[config.mk]
export PLATFORM = sky130hd
export DESIGN_NAME = alu_cmd_issuer_flat
export DESIGN_NICKNAME = d
export VERILOG_FILES = /design/src/rtl/alu_pkg.sv /design/src/rtl/alu_cmd_issuer_if.sv /design/src/rtl/alu_sticky_status.sv /design/src/rtl/alu_cmd_issuer.sv /design/src/flat_wrapper.sv
export SDC_FILE = /design/constraint.sdc
export NUM_CORES = 1
export LEC_CHECK = 0
export CORE_ASPECT_RATIO = 1.4
export CORE_MARGIN = 3
export CORE_UTILIZATION = 44
export DETAILED_ROUTE_END_ITERATION = 10
export PLACE_DENSITY = 0.74
export SLEW_MARGIN = 10
export SYNTH_ARGS = -nofsm -noshare
export SYNTH_HDL_FRONTEND = slang
export SYNTH_HIERARCHICAL = 1
export SYNTH_SLANG_ARGS = --single-unit
[constraint.sdc]
create_clock -name clk -period 1.7 [get_ports clk]
set_input_delay 0.255 -clock clk [delete_from_list [all_inputs] [get_ports clk]]
set_output_delay 0.255 -clock clk [all_outputs]
set_load 0.05 [all_outputs]
[src/rtl/alu_pkg.sv]
// Shared definitions for the ALU command issuer: op codes, FSM states,
// flag-vector layout and default settle time.
package alu_pkg;

  typedef enum logic [1:0] {
    OP_ADD = 2'd0,
    OP_SUB = 2'd1,
    OP_MUL = 2'd2,
    OP_DIV = 2'd3
  } alu_op_e;

  typedef enum logic [1:0] {
    S_IDLE,
    S_DRIVE,
    S_RESP
  } issuer_state_e;

  // rsp_flags layout: {zero, carry, sign, parity, overflow}
  localparam int unsigned FLAG_ZERO     = 4;
  localparam int unsigned FLAG_CARRY    = 3;
  localparam int unsigned FLAG_SIGN     = 2;
  localparam int unsigned FLAG_PARITY   = 1;
  localparam int unsigned FLAG_OVERFLOW = 0;
  localparam int unsigned FLAG_W        = 5;

  localparam int unsigned DEFAULT_SETTLE_CYCLES = 1;

  function automatic logic is_div_zero(input logic [1:0] op, input logic [3:0] b);
    return (op == OP_DIV) && (b == 4'd0);
  endfunction

endpackage

[src/rtl/alu_cmd_issuer_if.sv]
// Command and response handshake bundle between a requester and the issuer.
interface alu_cmd_issuer_if;
  import alu_pkg::*;

  logic              cmd_valid;
  logic              cmd_ready;
  logic [1:0]        cmd_op;
  logic [3:0]        cmd_a;
  logic [3:0]        cmd_b;
  logic              rsp_valid;
  logic              rsp_ready;
  logic [3:0]        rsp_out;
  logic [FLAG_W-1:0] rsp_flags;
  logic              rsp_err;

  modport master (
    output cmd_valid, cmd_op, cmd_a, cmd_b, rsp_ready,
    input  cmd_ready, rsp_valid, rsp_out, rsp_flags, rsp_err
  );

  modport slave (
    input  cmd_valid, cmd_op, cmd_a, cmd_b, rsp_ready,
    output cmd_ready, rsp_valid, rsp_out, rsp_flags, rsp_err
  );

endinterface

[src/rtl/alu_sticky_status.sv]
// Sticky carry/overflow/error accumulation and completed-transaction counter.
module alu_sticky_status (
  input  logic       clk,
  input  logic       rst_n,
  input  logic       capture,
  input  logic       clr_sticky,
  input  logic       rsp_hs,
  input  logic       new_carry,
  input  logic       new_overflow,
  input  logic       new_err,
  output logic       sticky_carry,
  output logic       sticky_overflow,
  output logic       sticky_err,
  output logic [7:0] txn_count
);

  always_ff @(posedge clk or negedge rst_n) begin
    if (!rst_n) begin
      sticky_carry    <= 1'b0;
      sticky_overflow <= 1'b0;
      sticky_err      <= 1'b0;
      txn_count       <= '0;
    end else begin
      // A clear coinciding with a capture keeps only the newly captured bits
      if (capture) begin
        sticky_carry    <= (sticky_carry    & ~clr_sticky) | new_carry;
        sticky_overflow <= (sticky_overflow & ~clr_sticky) | new_overflow;
        sticky_err      <= (sticky_err      & ~clr_sticky) | new_err;
      end else if (clr_sticky) begin
        sticky_carry    <= 1'b0;
        sticky_overflow <= 1'b0;
        sticky_err      <= 1'b0;
      end
      if (rsp_hs) txn_count <= txn_count + 8'd1;
    end
  end

endmodule

[src/rtl/alu_cmd_issuer.sv]
// Accepts one ALU command at a time, holds it on the ALU for SETTLE_CYCLES,
// captures result and flags, and presents them until the consumer takes them.
module alu_cmd_issuer
  import alu_pkg::*;
#(
  parameter int unsigned SETTLE_CYCLES = DEFAULT_SETTLE_CYCLES
) (
  input  logic              clk,
  input  logic              rst_n,
  alu_cmd_issuer_if.slave   bus,
  output logic [3:0]        alu_a,
  output logic [3:0]        alu_b,
  output logic [1:0]        alu_select,
  input  logic [3:0]        alu_out,
  input  logic              alu_zero,
  input  logic              alu_carry,
  input  logic              alu_sign,
  input  logic              alu_parity,
  input  logic              alu_overflow,
  input  logic              clr_sticky,
  output logic              sticky_carry,
  output logic              sticky_overflow,
  output logic              sticky_err,
  output logic [7:0]        txn_count
);

  issuer_state_e     state, state_nxt;
  logic [3:0]        settle_cnt;
  logic              accept, capture, rsp_hs, div_zero;
  logic [FLAG_W-1:0] alu_flags;

  always_comb begin
    alu_flags                = '0;
    alu_flags[FLAG_ZERO]     = alu_zero;
    alu_flags[FLAG_CARRY]    = alu_carry;
    alu_flags[FLAG_SIGN]     = alu_sign;
    alu_flags[FLAG_PARITY]   = alu_parity;
    alu_flags[FLAG_OVERFLOW] = alu_overflow;
  end

  assign div_zero = is_div_zero(alu_select, alu_b);

  always_ff @(posedge clk or negedge rst_n) begin
    if (!rst_n) state <= S_IDLE;
    else        state <= state_nxt;
  end

  always_comb begin
    state_nxt     = state;
    accept        = 1'b0;
    capture       = 1'b0;
    rsp_hs        = 1'b0;
    bus.cmd_ready = (state == S_IDLE);
    bus.rsp_valid = (state == S_RESP);
    case (state)
      S_IDLE: if (bus.cmd_valid) begin
        accept    = 1'b1;
        state_nxt = S_DRIVE;
      end
      S_DRIVE: if (settle_cnt == 4'd1) begin
        capture   = 1'b1;
        state_nxt = S_RESP;
      end
      S_RESP: if (bus.rsp_ready) begin
        rsp_hs    = 1'b1;
        state_nxt = S_IDLE;
      end
      default: state_nxt = S_IDLE;
    endcase
  end

  always_ff @(posedge clk or negedge rst_n) begin
    if (!rst_n) begin
      alu_a         <= '0;
      alu_b         <= '0;
      alu_select    <= '0;
      settle_cnt    <= '0;
      bus.rsp_out   <= '0;
      bus.rsp_flags <= '0;
      bus.rsp_err   <= 1'b0;
    end else begin
      if (accept) begin
        alu_a      <= bus.cmd_a;
        alu_b      <= bus.cmd_b;
        alu_select <= bus.cmd_op;
        settle_cnt <= 4'(SETTLE_CYCLES);
      end else if (state == S_DRIVE) begin
        settle_cnt <= settle_cnt - 4'd1;
      end
      if (capture) begin
        bus.rsp_out   <= div_zero ? '0 : alu_out;
        bus.rsp_flags <= div_zero ? '0 : alu_flags;
        bus.rsp_err   <= div_zero;
      end
    end
  end

  alu_sticky_status u_sticky (
    .clk             (clk),
    .rst_n           (rst_n),
    .capture         (capture),
    .clr_sticky      (clr_sticky),
    .rsp_hs          (rsp_hs),
    .new_carry       (div_zero ? 1'b0 : alu_carry),
    .new_overflow    (div_zero ? 1'b0 : alu_overflow),
    .new_err         (div_zero),
    .sticky_carry    (sticky_carry),
    .sticky_overflow (sticky_overflow),
    .sticky_err      (sticky_err),
    .txn_count       (txn_count)
  );

endmodule
[src/flat_wrapper.sv]
// flat-port wrapper written by rule: the top's interface ports become plain ports
module alu_cmd_issuer_flat import alu_pkg::*;
#(
  parameter int unsigned SETTLE_CYCLES = DEFAULT_SETTLE_CYCLES
)
  (clk, rst_n, alu_a, alu_b, alu_select, alu_out, alu_zero, alu_carry, alu_sign, alu_parity, alu_overflow, clr_sticky, sticky_carry, sticky_overflow, sticky_err, txn_count, bus_cmd_valid, bus_cmd_op, bus_cmd_a, bus_cmd_b, bus_rsp_ready, bus_cmd_ready, bus_rsp_valid, bus_rsp_out, bus_rsp_flags, bus_rsp_err);
  alu_cmd_issuer_if bus_i ();
  input  logic clk;
  input  logic rst_n;
  output logic [3:0] alu_a;
  output logic [3:0] alu_b;
  output logic [1:0] alu_select;
  input  logic [3:0] alu_out;
  input  logic alu_zero;
  input  logic alu_carry;
  input  logic alu_sign;
  input  logic alu_parity;
  input  logic alu_overflow;
  input  logic clr_sticky;
  output logic sticky_carry;
  output logic sticky_overflow;
  output logic sticky_err;
  output logic [7:0] txn_count;
  input wire logic [$bits(bus_i.cmd_valid)-1:0] bus_cmd_valid;
  input wire logic [$bits(bus_i.cmd_op)-1:0] bus_cmd_op;
  input wire logic [$bits(bus_i.cmd_a)-1:0] bus_cmd_a;
  input wire logic [$bits(bus_i.cmd_b)-1:0] bus_cmd_b;
  input wire logic [$bits(bus_i.rsp_ready)-1:0] bus_rsp_ready;
  output wire logic [$bits(bus_i.cmd_ready)-1:0] bus_cmd_ready;
  output wire logic [$bits(bus_i.rsp_valid)-1:0] bus_rsp_valid;
  output wire logic [$bits(bus_i.rsp_out)-1:0] bus_rsp_out;
  output wire logic [$bits(bus_i.rsp_flags)-1:0] bus_rsp_flags;
  output wire logic [$bits(bus_i.rsp_err)-1:0] bus_rsp_err;
  assign bus_i.cmd_valid = bus_cmd_valid;
  assign bus_i.cmd_op = bus_cmd_op;
  assign bus_i.cmd_a = bus_cmd_a;
  assign bus_i.cmd_b = bus_cmd_b;
  assign bus_i.rsp_ready = bus_rsp_ready;
  assign bus_cmd_ready = bus_i.cmd_ready;
  assign bus_rsp_valid = bus_i.rsp_valid;
  assign bus_rsp_out = bus_i.rsp_out;
  assign bus_rsp_flags = bus_i.rsp_flags;
  assign bus_rsp_err = bus_i.rsp_err;
  alu_cmd_issuer #(.SETTLE_CYCLES(SETTLE_CYCLES)) u_core (.clk(clk), .rst_n(rst_n), .bus(bus_i), .alu_a(alu_a), .alu_b(alu_b), .alu_select(alu_select), .alu_out(alu_out), .alu_zero(alu_zero), .alu_carry(alu_carry), .alu_sign(alu_sign), .alu_parity(alu_parity), .alu_overflow(alu_overflow), .clr_sticky(clr_sticky), .sticky_carry(sticky_carry), .sticky_overflow(sticky_overflow), .sticky_err(sticky_err), .txn_count(txn_count));
endmodule
-- Yosys cells after proc, flatten, opt, wreduce, memory -nomap -nowiden
Index checks and enable logic that the tools add are counted.
- register bits after elaboration: 37
- bits in latches: 0
- RAM bits: 0
- memory bits (read-only): 0
- bits of input ports: 24
- output and inout port bits: 33
- word-level logic and storage cells: 54
- memories: 0
- add/sub/neg operators: 2
- multiply operators: 0
- divide/modulo/power cells: 0
- order comparisons: 0
- equality and inequality tests: 7
- shift-type cells: 0
- multiplexer cells: 20
- bitwise logic cells: 7
- reductions and logical operators: 6
- operator list (kind ; number):
    $mux 1 ; 12
    $mux 4 ; 3
    $add 8x1->8 const B ; 1
    $mux 2 ; 3
    $pmux 2 s3 ; 1
    $mux 5 ; 1
    $eq 2x2->1 const B ; 2
    $eq 4x1->1 const B ; 1
    $logic_not 4->1 ; 1
    $ne 2x2->1 const B ; 2
    $reduce_bool 2->1 ; 2
    $sub 4x1->4 const B ; 1
    $and 1x1->1 ; 3
    $or 1x1->1 ; 3
    $reduce_and 3->1 ; 1
    $eq 2x1->1 const B ; 1
    $logic_not 2->1 ; 1
    $ne 2x1->1 const B ; 1
    $logic_and 1x1->1 ; 1
    $not 1->1 ; 1

-- Logic depth before layout (Yosys ltp)
- word-level depth: 5
- gate-level depth with buffers: 8
- depth with buffers taken out: 7

-- Modules after synthesis
Netlist, hierarchy kept.
- by module, submodules not included (module ; instances ; cells an instance ; area each (µm²) ; sequential area each (µm²)):
    alu_cmd_issuer ; 1 ; 92 ; 1196.1 ; 650.6
    alu_sticky_status ; 1 ; 38 ; 449.2 ; 275.3

-- Worst setup path after synthesis
No wires, ideal clock.
- path kind: reg2reg
- from: register u_core.state[0]
- to: register u_core.u_sticky.txn_count[7]
- library setup time: 82 ps
- arrival time: 1732 ps
- data required time: 1618 ps
- setup slack: -113 ps
- cell stages (with the launch flop): 7
- path buffers: 0
- period minus slack after synthesis: 1813 ps
- cell sequence: dfrtp_1 nand2b_1 inv_1 and2_1 nand4_2 nor3_2 xor2_1
- longest elaborated chain between the ends: 2
- ends and longest elaborated chain (item ; line ; text):
    start, declared ; alu_cmd_issuer.sv:27 ; issuer_state_e state, state_nxt;
    start signal, assigned ; alu_cmd_issuer.sv:45 ; else state <= state_nxt;
    $eq 2x2->1 ; n/a ;
    net bus_rsp_valid ; flat_wrapper.sv:30 ; output wire logic [$bits(bus_i.rsp_valid)-1:0] bus_rsp_valid;
    $mux 1 ; alu_cmd_issuer.sv:55 ; case (state)
    net u_core.rsp_hs ; alu_cmd_issuer.sv:29 ; logic accept, capture, rsp_hs, div_zero;
    end signal, assigned ; alu_sticky_status.sv:34 ; if (rsp_hs) txn_count <= txn_count + 8'd1;
    end, declared ; alu_sticky_status.sv:14 ; output logic [7:0] txn_count
The timed path passes the listed nets, and every way through them passes these cells.
A chain may end at the register's enable or synchronous reset.

-- Worst setup path after layout
- from: register u_core.state[0]
- to: register u_core.u_sticky.txn_count[7]
- longest elaborated chain between the ends: 2
- ends and longest elaborated chain (item ; line):
    $eq 2x2->1 ; alu_cmd_issuer.sv:55
    $mux 1 ; alu_cmd_issuer.sv:55
    net u_core.rsp_hs ; alu_cmd_issuer.sv:29
The timed path passes the listed nets, and every way through them passes these cells.

==> key figures <==
Timing
  • Slew Viols, Final: 0
  • Slew HR: 0.690
  • Fin crit period: 1550 ps
  • Final worst path period share: 0.912
  • Final Hold Viols: 0
  • Post-Route Skew: 3.45 ps
  • Fmax: 0.645 GHz
  • Unrepaired setup endpoints after global routing: false
  • Slew @ Worst Pin: 465 ps
  • # setup viols final: 0

Pwr
  • Total power draw: 4.74 mW
  • Peak supply drop: 1.41 mV
  • Pleak: 1.07 nW
  • PwrDens: 2070 mW/mm^2

Worst setup path
  • Critical Path RT: 1900 ps
  • Worst R2R Start: u_core/state[0]
  • Worst path bufs/invs: 1
  • Critical-path top delay cell: dfrtp_1
  • Crit Path Max Fanout: 5
  • Reg2reg end: u_core/u_sticky/txn_count[7]
  • FF-to-FF path depth: 6
  • Nature of the critical path endpoint: flop
  • Setup Crit Path Kind: flop to flop
  • Slowest stage delay, CP: 370 ps
  • Critical Path, Cell by Cell: nand2b_1, clkinvlp_4, and2_1, nand4_2, nor3_2, xor2_1
  • R2R setup slack: 150 ps
  • Worst EP arrival: 1750 ps
  • CP top delay family: simple AND/OR/NAND/NOR gates
  • Startpoint types: flop

Cells and area
  • N_diodes: 0
  • Area Growth Syn to Fin: 38.9%
  • Layout Nets: 220
  • Finished Cell Area: 0.00229 sq mm
  • Share of layout cells above drive strength 1: 0.342
  • Finished Core Util: 0.658
  • Filler cell count in the final layout: 270

Floorplan
  • Initial Utilization: 0.474
  • Die ar.: 0.00452 sq mm
  • I/O pin count: 57
  • Row count: 25
  • Die Wd: 57.7 microns
  • Die height: 78.4 microns
  • Core area: 0.00347 sq mm

Global route
  • Initial antenna violation count: 0
  • Met2 Use GR: 0.265
  • Grt met1 use: 0.234
  • Vias in the first global route: 1254
  • Global route overflow: 0
  • Global-route wire length before repair: 6.17 mm
  • Busiest layer in global routing: met2
  • Largest net degree at the start of global routing: 38
  • Met3 usage: 0.0691
  • GRT Total Usage: 0.175

Clock tree
  • CTS tree: yes
  • Clock tree sinks: 37
  • Clock buffer depth: 2
  • # hold bufs at CTS: 0
  • H-tree levels: 2
  • Clk slew on worst S/H paths: 70 ps
  • Post-CTS setup buffers: 0
  • Num CTS Buffers: 5
  • Clock latency on the worst-skew pair: 280 ps
  • CTS root buf: clkbuf_8
  • CTS-repair resized insts: 0

Yosys
  • Net Count, Synth: 157
  • Mapped cell area: 0.00165 sq mm
  • #FFs+latches synth: 37
  • Synth cell count leaders: dfrtp_1 (37), mux2_4 (11), nand2_1 (10), nand3_1 (10), o2bb2ai_1 (9)
  • EDFF count, synth: 0
  • Netlist cell types: 34
  • Most frequent cell after synthesis: dfrtp_1
  • Ys flop type: dfrtp_1
  • Register area share after synthesis: 0.563
  • Synth Area per Inst: 12.7 sq um
  • Synth top area cells: dfrtp_1 (56%), mux2_4 (10%), o2bb2ai_1 (4.8%)
  • Mapped Cells: 130
  • Ys async rst share: 1.00
  • Yosys top cell by area: dfrtp_1
  • Synth Warn #: 6
  • Synth top area share: 0.563

Routing
  • WL/cell: 15.2 microns
  • DR vias: 1212
  • DRC: 0
  • DRT Pass-1 Iters: 4
  • Final WL: 3.54 mm
  • Via density: 5.20
  • Iter 0 DRT Violations: 18
  • Antenna Nets Post-Route: 0

Place
  • Buffers added on ports: 56
  • DP Area: 0.00220 sq mm
  • DPL Wire Length: 2.70 mm
  • Routability cong.: 0.726

Worst hold path
  • HP Class: input port to async pin

Job
  • Maxcap violations: 0

Status
  • Status: completed
state kept, by name (all words and copies together) (netlist names):
signal and count:
u_core/u_sticky/txn_count 8, u_core/bus.rsp_flags 5, u_core/alu_a 4, u_core/alu_b 4, u_core/bus.rsp_out 4, u_core/settle_cnt 4, u_core/alu_select 2, u_core/state 2
u_core/bus.rsp_err 1, u_core/u_sticky/sticky_carry 1, u_core/u_sticky/sticky_err 1, u_core/u_sticky/sticky_overflow 1
worst max path at each step:
stage / start / to / slack, ps / cells past startpoint
6_report: u_core/state[0] / u_core/u_sticky/txn_count[7] / 150 / 6
5_1_grt: u_core/state[1] / u_core/u_sticky/txn_count[5] / 10 / 6
4_1_cts: u_core/state[0] / u_core/u_sticky/txn_count[7] / 130 / 6
3_5_place_dp: bus_rsp_ready / u_core/u_sticky/txn_count[7] / 70 / 5
3_3_place_gp: bus_rsp_ready / u_core/u_sticky/txn_count[7] / 140 / 5
2_1_floorplan: u_core/state[0] / u_core/alu_a[0] / -10 / 4
layout make-up:
| type | count | area [sq um] | share of cell area |
|---|---|---|---|
| Multi-Input combinational cell | 81 | 653 | 0.286 |
| Timing Repair Buffer | 61 | 541 | 0.236 |
| Inverter | 7 | 30.0 | 0.0131 |
| Sequential cell | 37 | 926 | 0.405 |
| Clock buffer | 7 | 86.3 | 0.0378 |
| Tap cell | 40 | 50.0 | 0.0219 |
metal layers:
metal | share of wire | vias to the layer above
li1 | - | 571
met1 | 0.42 | 591
met2 | 0.48 | 50
met3 | 0.095 | 0
met4 | 0 | 0
met5 | 0 | -
per-stage QoR:
| step | setup slack, ps | cells | TNS, ps | hold slack, ps |
|---|---|---|---|---|
| global route | 11.9 | 233 | 0 | 423 |
| floorplan | -10.6 | 130 | -106 | -40.6 |
| detailed placement | 68.1 | 226 | 0 | 477 |
| global placement | 139 | 226 | 0 | 472 |
| finish | 149 | 233 | 0 | 387 |
| CTS | 133 | 233 | 0 | 399 |
kinds of logic (layout without fill, tap and decap cells):
logic type / Yosys count / after routing / synth area share
simple gates: 39 / 39 / 0.138
flops: 37 / 37 / 0.563
compound gates: 19 / 19 / 0.0844
mux: 13 / 13 / 0.114
buf+inv: 12 / 75 / 0.0403
xor+xnor: 7 / 7 / 0.0373
fa+ha+maj: 3 / 3 / 0.0228
cell usage in the layout (no fill, tap or decap), drive strengths merged:
cell type / netlist / routed
a22o: 1 / 1
buf: 5 / 38
or3: 1 / 1
o21bai: 1 / 1
nand3: 10 / 10
nor3b: 1 / 1
xor2: 4 / 4
nand2: 11 / 11
nor2: 4 / 4
o21ai: 6 / 6
mux2: 13 / 13
o311ai: 1 / 1
clkdlybuf4s50: 0 / 23
and2b: 1 / 1
xnor2: 3 / 3
nor2b: 2 / 2
nand4: 2 / 2
a21oi: 1 / 1
nor3: 2 / 2
clkinvlp: 0 / 1
o2bb2ai: 9 / 9
nand2b: 2 / 2
inv: 7 / 6
clkbuf: 0 / 7
and2: 2 / 2
nand4bb: 1 / 1
ha: 3 / 3
dfrtp: 37 / 37
power by group:
| group | switching (mW) | leakage, nW | internal [mW] |
|---|---|---|---|
| Clock | 0.280 | 0.0443 | 0.321 |
| Sequential | 0.262 | 0.468 | 1.23 |
| Combinational | 1.64 | 0.562 | 1.01 |
(Power assumes the default switching activity.)
